===== src/rtl/muldiv_pkg.sv =====
// Shared definitions for the iterative multiply/divide unit:
// funct codes, iteration mode and FSM state encoding.
package muldiv_pkg;

  localparam logic [5:0] FN_MULT  = 6'h18;
  localparam logic [5:0] FN_MULTU = 6'h19;
  localparam logic [5:0] FN_DIV   = 6'h1A;
  localparam logic [5:0] FN_DIVU  = 6'h1B;
  localparam logic [5:0] FN_MTHI  = 6'h11;
  localparam logic [5:0] FN_MTLO  = 6'h13;

  localparam logic MD_MUL = 1'b0;
  localparam logic MD_DIV = 1'b1;

  typedef enum logic [1:0] {
    IDLE,
    RUN,
    FIX
  } state_e;

endpackage


===== src/rtl/muldiv_step.sv =====
// One iteration of the magnitude datapath: a shift-add step
// for multiply or a restoring step for divide.
module muldiv_step
  import muldiv_pkg::*;
#(
  parameter int WIDTH = 32
) (
  input  logic               mode_i,
  input  logic [2*WIDTH-1:0] acc_i,
  input  logic [WIDTH-1:0]   opnd_i,
  output logic [2*WIDTH-1:0] acc_o,
  output logic               qbit_o
);

  logic [WIDTH:0] sum;
  logic [WIDTH:0] rsh;
  logic [WIDTH:0] trial;

  // Multiply: add operand to upper half when the low bit is set,
  // then shift right. Divide: shift left, trial subtract, keep
  // the difference when it does not borrow.
  always_comb begin
    sum = {1'b0, acc_i[2*WIDTH-1:WIDTH]}
        + (acc_i[0] ? {1'b0, opnd_i} : '0);
    rsh = {acc_i[2*WIDTH-1:WIDTH], acc_i[WIDTH-1]};
    trial = rsh - {1'b0, opnd_i};
    qbit_o = 1'b0;
    acc_o = '0;
    if (mode_i == MD_DIV) begin
      qbit_o = ~trial[WIDTH];
      acc_o = {(qbit_o ? trial[WIDTH-1:0] : rsh[WIDTH-1:0]),
               acc_i[WIDTH-2:0], 1'b0};
    end else begin
      acc_o = {sum, acc_i[WIDTH-1:1]};
    end
  end

endmodule


===== src/rtl/exec_muldiv.sv =====
// Multi-cycle multiply/divide unit owning HI/LO. Operates on
// magnitudes for WIDTH cycles, then fixes signs in one cycle.
module exec_muldiv
  import muldiv_pkg::*;
#(
  parameter int WIDTH = 32,
  parameter int CNT_W = $clog2(WIDTH + 1)
) (
  input  logic             clock,
  input  logic             reset_n,
  input  logic             start,
  input  logic [5:0]       Function_opcode,
  input  logic [WIDTH-1:0] Read_data_1,
  input  logic [WIDTH-1:0] Read_data_2,
  input  logic             flush,
  output logic             busy,
  output logic             done,
  output logic [WIDTH-1:0] HI_out,
  output logic [WIDTH-1:0] LO_out
);

  localparam int W2 = 2 * WIDTH;

  state_e           state_q, state_d;
  logic [CNT_W-1:0] cnt_q, cnt_d;
  logic [W2-1:0]    acc_q, acc_d;
  logic [WIDTH-1:0] opnd_q, opnd_d;
  logic [WIDTH-1:0] hi_q, hi_d;
  logic [WIDTH-1:0] lo_q, lo_d;
  logic             div_q, div_d;
  logic             negq_q, negq_d;
  logic             negr_q, negr_d;
  logic             dz_q, dz_d;
  logic             done_q, done_d;

  logic             op_mul, op_div;
  logic             op_mthi, op_mtlo;
  logic             op_sgn;
  logic             a_neg, b_neg;
  logic [WIDTH-1:0] a_abs, b_abs;

  logic [W2-1:0]    step_acc;
  logic             step_q;

  logic [W2-1:0]    prod;
  logic [WIDTH-1:0] quo, rem;

  assign op_mul  = (Function_opcode == FN_MULT)
                 | (Function_opcode == FN_MULTU);
  assign op_div  = (Function_opcode == FN_DIV)
                 | (Function_opcode == FN_DIVU);
  assign op_mthi = (Function_opcode == FN_MTHI);
  assign op_mtlo = (Function_opcode == FN_MTLO);
  assign op_sgn  = (Function_opcode == FN_MULT)
                 | (Function_opcode == FN_DIV);

  // MIN maps to 2^(WIDTH-1), which the unsigned path holds.
  assign a_neg = op_sgn & Read_data_1[WIDTH-1];
  assign b_neg = op_sgn & Read_data_2[WIDTH-1];
  assign a_abs = a_neg ? -Read_data_1 : Read_data_1;
  assign b_abs = b_neg ? -Read_data_2 : Read_data_2;

  muldiv_step #(
    .WIDTH (WIDTH)
  ) u_step (
    .mode_i (div_q),
    .acc_i  (acc_q),
    .opnd_i (opnd_q),
    .acc_o  (step_acc),
    .qbit_o (step_q)
  );

  // Divide-by-zero leaves all ones in the quotient; the
  // remainder negation restores the raw dividend.
  assign prod = negq_q ? -acc_q : acc_q;
  assign quo  = dz_q ? '1
              : (negq_q ? -acc_q[WIDTH-1:0]
                        : acc_q[WIDTH-1:0]);
  assign rem  = negr_q ? -acc_q[W2-1:WIDTH]
                       : acc_q[W2-1:WIDTH];

  // Next-state, datapath load/iterate and result write-back.
  always_comb begin
    state_d = state_q;
    cnt_d   = cnt_q;
    acc_d   = acc_q;
    opnd_d  = opnd_q;
    hi_d    = hi_q;
    lo_d    = lo_q;
    div_d   = div_q;
    negq_d  = negq_q;
    negr_d  = negr_q;
    dz_d    = dz_q;
    done_d  = 1'b0;
    unique case (state_q)
      IDLE: begin
        if (start && !flush) begin
          unique case (1'b1)
            op_mthi: begin
              hi_d   = Read_data_1;
              done_d = 1'b1;
            end
            op_mtlo: begin
              lo_d   = Read_data_1;
              done_d = 1'b1;
            end
            op_mul, op_div: begin
              acc_d   = {{WIDTH{1'b0}},
                         op_div ? a_abs : b_abs};
              opnd_d  = op_div ? b_abs : a_abs;
              div_d   = op_div;
              negq_d  = a_neg ^ b_neg;
              negr_d  = a_neg;
              dz_d    = op_div & (Read_data_2 == '0);
              cnt_d   = CNT_W'(WIDTH);
              state_d = RUN;
            end
            default: ;
          endcase
        end
      end
      RUN: begin
        if (flush) begin
          state_d = IDLE;
        end else begin
          acc_d = step_acc | W2'(step_q);
          cnt_d = cnt_q - CNT_W'(1);
          if (cnt_q == CNT_W'(1)) begin
            state_d = FIX;
          end
        end
      end
      FIX: begin
        if (flush) begin
          state_d = IDLE;
        end else begin
          if (div_q) begin
            hi_d = rem;
            lo_d = quo;
          end else begin
            {hi_d, lo_d} = prod;
          end
          done_d  = 1'b1;
          state_d = IDLE;
        end
      end
      default: state_d = IDLE;
    endcase
  end

  // State and architectural registers, cleared asynchronously.
  always_ff @(posedge clock or negedge reset_n) begin
    if (!reset_n) begin
      state_q <= IDLE;
      cnt_q   <= '0;
      acc_q   <= '0;
      opnd_q  <= '0;
      hi_q    <= '0;
      lo_q    <= '0;
      div_q   <= 1'b0;
      negq_q  <= 1'b0;
      negr_q  <= 1'b0;
      dz_q    <= 1'b0;
      done_q  <= 1'b0;
    end else begin
      state_q <= state_d;
      cnt_q   <= cnt_d;
      acc_q   <= acc_d;
      opnd_q  <= opnd_d;
      hi_q    <= hi_d;
      lo_q    <= lo_d;
      div_q   <= div_d;
      negq_q  <= negq_d;
      negr_q  <= negr_d;
      dz_q    <= dz_d;
      done_q  <= done_d;
    end
  end

  assign busy   = (state_q != IDLE);
  assign done   = done_q;
  assign HI_out = hi_q;
  assign LO_out = lo_q;

endmodule


===== config.mk =====
export PLATFORM = sky130hd
export DESIGN_NAME = exec_muldiv
export DESIGN_NICKNAME = d
export VERILOG_FILES = /design/src/rtl/muldiv_pkg.sv /design/src/rtl/muldiv_step.sv /design/src/rtl/exec_muldiv.sv
export SDC_FILE = /design/constraint.sdc
export NUM_CORES = 1
export LEC_CHECK = 0
export BUFFER_PORTS_ARGS = -buffer_cell sky130_fd_sc_hd__buf_4
export CORE_MARGIN = 8
export CORE_UTILIZATION = 60
export CTS_CLUSTER_SIZE = 28
export DETAILED_ROUTE_END_ITERATION = 6
export MAX_ROUTING_LAYER = met4
export PLACE_DENSITY = 0.81
export SKIP_CTS_REPAIR_TIMING = 1
export SLEW_MARGIN = 5
export SYNTH_ARGS = -nofsm -noshare
export SYNTH_HDL_FRONTEND = slang
export SYNTH_SLANG_ARGS = --single-unit

===== constraint.sdc =====
create_clock -name clock -period 4.1 [get_ports clock]
set_input_delay 0.615 -clock clock [delete_from_list [all_inputs] [get_ports clock]]
set_output_delay 0.615 -clock clock [all_outputs]
set_load 0.1 [all_outputs]

==> reports/results.txt, run 1 <==
Die Span Y: 175 µm
Post-DP Area: 0.0164 mm²
sum of buffers and inverters on the critical path: 3
Max-cap violations: 0
synth cell count leaders: nor2_1, nand2_1, a21oi_1, dfrtp_1, o21ai_0
dominant synthesized flop cell: dfrtp_1
Syn Inst Count: 1,958
initial core utilization: 0.606
ranking of synthesized cells by area: dfrtp_1, xnor2_1, a21oi_1, ha_1, nor2_1
die width: 175 µm
logic gate share of total power: 0.564
leak pwr: 7.65 nW
Syn Area/Cell: 7.70 µm²
nets: 2,188
Yosys top cell by area: dfrtp_1
Slew @ Worst Pin: 1120 ps
filler cell count: 2,115
power per cell area: 601 mW/mm²
GRT Total Usage: 0.365
Syn Nets: 2,104
vias in the first global route: 14,884
Post-synth EDFFs: 0
RePlAce Congestion: 1.03
Setup CP Type: reg -> reg
relative slew slack: 0.253
CTS tree: yes
RSZ-0062 raised after global routing: false
DRT iter0 DRCs: 2,378
fraction of the yosys area taken by sequential cells: 0.287
FP Rows: 58
clock share of power: 0.175
Overflow after GRT: 0
clock-pin slew on the worst setup and hold paths: 80 ps
Max H-tree Level: 4
Worst setup EP type: register
fin cells: 2,385
VDD IR-drop max: 0.000412 V
Synth Register Bits: 173
antenna violations before repair: 0
max-slew violation count: 0
clk_lat worst skew: 450 ps
most common cell in the synthesized netlist: nor2_1
status: complete, no violations
TritonRoute pass-1 iters: 7
total wire length: 55,700 µm
die footprint: 0.0305 mm²
Final Critical Period: 3870 ps
Finished Cell Area: 0.0171 mm²
largest net degree at the start of global routing: 82
Vias: 15,846
Final Skew: 26.8 ps
Switching Fraction: 0.499
fin crit share: 0.945
Crit path largest cell delay: 530 ps
fmax: 258 MHz
fraction of layout cells with a size suffix above 1: 0.125
Yosys Warn Count: 0
hpwl dp: 42,900 µm
Area Growth Syn to Fin: 13.4%
# diodes: 0
Worst path slowest cell: dfrtp_1
Syn Std Cell Area: 0.0151 mm²
Final setup viols: 0
Worst Path Required: 4430 ps
crit-path cells: clkinvlp_4 -> buf_4 -> buf_4 -> nor2_1 -> ha_1 -> nand2_1 -> nor2_1 -> a22oi_1 -> o2111ai_1 -> a41o_1 -> a31oi_1 -> nor2b_1 -> o21ai_0 -> a211oi_1 -> o21ai_1
CTS Sinks: 173
arrival time at the worst endpoint: 4200 ps
CTS root buffer: clkbuf_16
first-pass GRT wire length: 85,200 µm
critical path's top delay family: compound AO/OA/AOI/OAI gates
Worst Path Max Fanout: 14
DRC viols: 0
Multi-input gate area: 0.0101 mm²
fraction of registers with async set/reset: 1.00
Routed Antenna Nets: 0
Core ar.: 0.0249 mm²
Netlist cell types: 75
Max clock buf depth: 2
CTS Buf Count: 17
Port Buf Inserts: 139
post-synth top area share: 0.287
Internal: 5.15 mW
vias per cell: 6.64
drt wl/cell: 23.4 µm
I/O Pins: 140
Net Switching: 5.14 mW
Reg power frac: 0.262
Register Area: 0.00433 mm²
count of final hold-check violations: 0
setup TNS: 0 ps
CP startpoint kind: register
DP Cell Count: 2,350
worst hold slack: 203 ps
Final Power: 10.3 mW
Hold Crit Class: in -> async
[area by class of cell]
cell class                 instances  share of cell area
multi-input combinational       1599               0.588
sequential                       173               0.253
timing repair buffer             190              0.0836
clock buffer                      17              0.0249
tap                              330              0.0241
inverter                          61              0.0136
clock inverter                    15              0.0123
[per-layer routing]
metal	share of wire	global-route usage	routed length [µm]
met5	0	-	0
met4	0.043	0.152	2420
met3	0.13	0.0933	7200
met2	0.42	0.525	23500
met1	0.41	0.481	22600
[cells by family (layout without fill, tap and decap cells)]
group / count (synthesis) / after routing / share of synthesized area
XOR/XNOR: 180 / 180 / 0.105
AND/OR/NAND/NOR: 639 / 639 / 0.196
AO/OA/AOI/OAI: 637 / 637 / 0.256
buffers and inverters: 186 / 283 / 0.0477
multiplexers: 71 / 71 / 0.0474
flip-flops: 173 / 173 / 0.287
adder cells (fa/ha/maj): 72 / 72 / 0.0608
[layout by cell type, fill, tap and decap left out, drive strengths merged, types with 6 or more instances in the layout]
| cell | Yosys | final |
|---|---|---|
| a21o | 45 | 45 |
| o22ai | 38 | 38 |
| o41ai | 9 | 9 |
| inv | 61 | 68 |
| nand3 | 27 | 27 |
| and2 | 14 | 14 |
| buf | 19 | 189 |
| o21ai | 206 | 206 |
| or4 | 9 | 9 |
| a22o | 6 | 6 |
| o211ai | 13 | 13 |
| nor4 | 14 | 14 |
| ha | 70 | 70 |
| a21oi | 185 | 185 |
| a211oi | 12 | 12 |
| nand2b | 29 | 29 |
| o31ai | 25 | 25 |
| and3 | 7 | 7 |
| or3 | 17 | 17 |
| nor2b | 14 | 14 |
| dfrtp | 173 | 173 |
| xnor2 | 108 | 108 |
| clkbuf | 106 | 18 |
| clkinv | 0 | 6 |
| o21bai | 7 | 7 |
| nand4 | 8 | 8 |
| mux2i | 68 | 68 |
| nor2 | 217 | 217 |
| a221o | 8 | 8 |
| xor2 | 72 | 72 |
| a31oi | 19 | 19 |
| or2 | 12 | 12 |
| o221ai | 7 | 7 |
| nand2 | 205 | 205 |
| nor3 | 41 | 41 |
| a22oi | 28 | 28 |
| nor3b | 9 | 9 |
[power groups by stage]
stage / Combinational, mW / Clock (mW) / Sequential (mW)
2_1_floorplan: 3.68 / 0 / 3.06
3_3_place_gp: 5.57 / 0 / 2.67
3_5_place_dp: 5.63 / 0 / 2.69
4_1_cts: 5.66 / 1.79 / 2.66
5_1_grt: 6.25 / 1.85 / 2.73
6_report: 5.80 / 1.79 / 2.69
[per-stage QoR]
stage | util | setup slack (ps)
floorplan | - | 694
global placement | 0.661 | 399
detailed placement | 0.661 | 257
CTS | 0.686 | 251
global route | 0.687 | 4.40
finish | 0.687 | 227
[worst reg2reg max path: stages, from the launching register on]
cell,delay (ps)
dfrtp_1,530
clkinvlp_4,310
buf_4,230
buf_4,180
nor2_1,140
ha_1,290
nand2_1,190
nor2_1,90
a22oi_1,220
o2111ai_1,230
a41o_1,340
a31oi_1,330
nor2b_1,240
o21ai_0,130
a211oi_1,230
o21ai_1,90
[final timing paths]
kind,end,slack (ps),cells after the start,startpoint
max in group asynchronous,LO_out[18],2870,2,reset_n
worst max register to register,acc_q[63],230,15,acc_q[0]
min in group clock,HI_out[1],480,1,HI_out[1]
worst max-delay path,acc_q[63],230,15,acc_q[0]
worst min register to register,HI_out[1],480,1,HI_out[1]
worst min-delay path,HI_out[26],200,1,reset_n
[sequential cells by signal (all words and copies together) (netlist names)]
register,cells
opnd_q,32
negq_q,1
done,1
HI_out,32
negr_q,1
div_q,1
dz_q,1
state_q,2
LO_out,32
acc_q,64
cnt_q,6
Note: power is estimated with default switching activity, not from simulation.
==> run 2, diff against run 1 <==
--- a/config.mk
+++ b/config.mk
@@ -10,8 +10,9 @@
 export CORE_UTILIZATION = 60
 export CTS_CLUSTER_SIZE = 28
 export DETAILED_ROUTE_END_ITERATION = 6
+export GPL_ROUTABILITY_DRIVEN = 0
 export MAX_ROUTING_LAYER = met4
-export PLACE_DENSITY = 0.81
+export PLACE_DENSITY = 0.76
 export SKIP_CTS_REPAIR_TIMING = 1
 export SLEW_MARGIN = 5
 export SYNTH_ARGS = -nofsm -noshare
==> run 2 against run 1 <==
Effect of this change:
- cell count fell by 0.50%
- sequential cell count stayed put
- first-iteration DRC count fell by 5.7%
- largest power group unchanged
- cell area fell by 0.40%
- clock skew shrank 7.7 ps
- sequential share of layout area up 0.10 points
- worst hold slack got worse by 61 ps
- fmax increased by 3.5%
==> reports/results.txt, run 2 (synthesized netlist as in run 1, its figures left out) <==
worst hold slack: 143 ps
count of final hold-check violations: 0
CP startpoint kind: register
Overflow after GRT: 0
Port Buf Inserts: 139
FP Rows: 58
Setup CP Type: reg -> reg
GRT Total Usage: 0.361
relative slew slack: 0.269
most frequent cells in the layout: nor2_1, nand2_1, a21oi_1, buf_4, dfrtp_1
die footprint: 0.0305 mm²
TritonRoute pass-1 iters: 6
Crit path largest cell delay: 500 ps
# diodes: 0
clock-pin slew on the worst setup and hold paths: 90 ps
Final setup viols: 0
Max clock buf depth: 2
Die Span Y: 175 µm
Core ar.: 0.0249 mm²
initial core utilization: 0.606
Largest register FFs: 64
vias per cell: 6.67
hpwl dp: 41,400 µm
critical path's top delay family: compound AO/OA/AOI/OAI gates
leak pwr: 7.60 nW
Slew @ Worst Pin: 1090 ps
total wire length: 55,000 µm
sum of buffers and inverters on the critical path: 2
power per cell area: 602 mW/mm²
VDD IR-drop max: 0.000327 V
CTS Sinks: 173
fin crit share: 0.912
CP most frequent cell: a21o_1
Worst Path Required: 4430 ps
Area Growth Syn to Fin: 13.0%
Vias: 15,834
max-slew violation count: 0
Worst Path Max Fanout: 22
filler cell count: 2,095
antenna violations before repair: 0
most common cell after layout, fill and taps aside: nor2_1
arrival time at the worst endpoint: 4070 ps
Final Skew: 19.2 ps
Largest Register: acc_q
Max-cap violations: 0
nets: 2,176
setup TNS: 0 ps
DRT iter0 DRCs: 2,242
Final Critical Period: 3740 ps
Worst path slowest cell: a2111oi_0
CTS Buf Count: 17
largest net degree at the start of global routing: 68
CTS root buffer: clkbuf_16
Worst setup EP type: register
clk_lat worst skew: 450 ps
DRC viols: 0
crit-path cells: inv_1 -> buf_4 -> nor2_1 -> ha_1 -> a21o_1 -> a21o_1 -> a2111oi_0 -> o41ai_1 -> o31ai_1 -> nand2b_1 -> o21ai_1 -> xor2_1 -> a221oi_1 -> a21oi_1
fraction of layout cells with a size suffix above 1: 0.119
RSZ-0062 raised after global routing: false
fmax: 267 MHz
drt wl/cell: 23.2 µm
CTS tree: yes
status: complete, no violations
I/O Pins: 140
DP Cell Count: 2,341
Max H-tree Level: 4
Routed Antenna Nets: 0
Hold Crit Class: in -> async
die width: 175 µm
vias in the first global route: 14,915
first-pass GRT wire length: 84,700 µm
fin cells: 2,373
==> run 2: final timing paths <==
path                       slack (ps)    endpoint  startpoint  depth (start not counted)
min reg2reg                       480   LO_out[6]   LO_out[6]                          2
max reg2reg                       360   acc_q[62]    acc_q[0]                         14
max in group asynchronous        3150   acc_q[29]     reset_n                          2
min                               140  HI_out[30]     reset_n                          1
max                               360   acc_q[62]    acc_q[0]                         14
min in group clock                480   LO_out[6]   LO_out[6]                          2
==> run 2: metrics by stage <==
step	power [mW]	worst slack, ps	util	instance area (µm²)
finish	10.3	359	0.684	17000
global route	10.8	81.9	0.684	17000
CTS	10.1	454	0.684	17000
detailed placement	8.26	465	0.659	16400
global placement	8.14	559	0.659	16400
floorplan	6.74	694	-	15100
==> run 2: where the power goes <==
part,total (mW),internal (mW),switching (mW)
Combinational,5.67,2.13,3.55
Sequential,2.76,2.08,0.681
Clock,1.82,0.865,0.958
Total,10.3,5.07,5.18
==> run 2: cell type report <==
| cell class | instances | area [µm²] | area share |
|---|---|---|---|
| inverter | 61 | 229 | 0.0134 |
| clock inverter | 15 | 211 | 0.0124 |
| sequential | 173 | 4330 | 0.254 |
| multi-input combinational | 1599 | 10100 | 0.591 |
| clock buffer | 17 | 425 | 0.0250 |
| tap | 330 | 413 | 0.0242 |
| timing repair buffer | 178 | 1370 | 0.0801 |
==> run 2: metal layers <==
metal  vias up  global-route usage  share of wire
li1       7145                   -              -
met1      7339               0.471           0.40
met2      1144               0.507           0.41
met3       206               0.104           0.13
met4         0               0.170          0.052
met5         -                   -              0
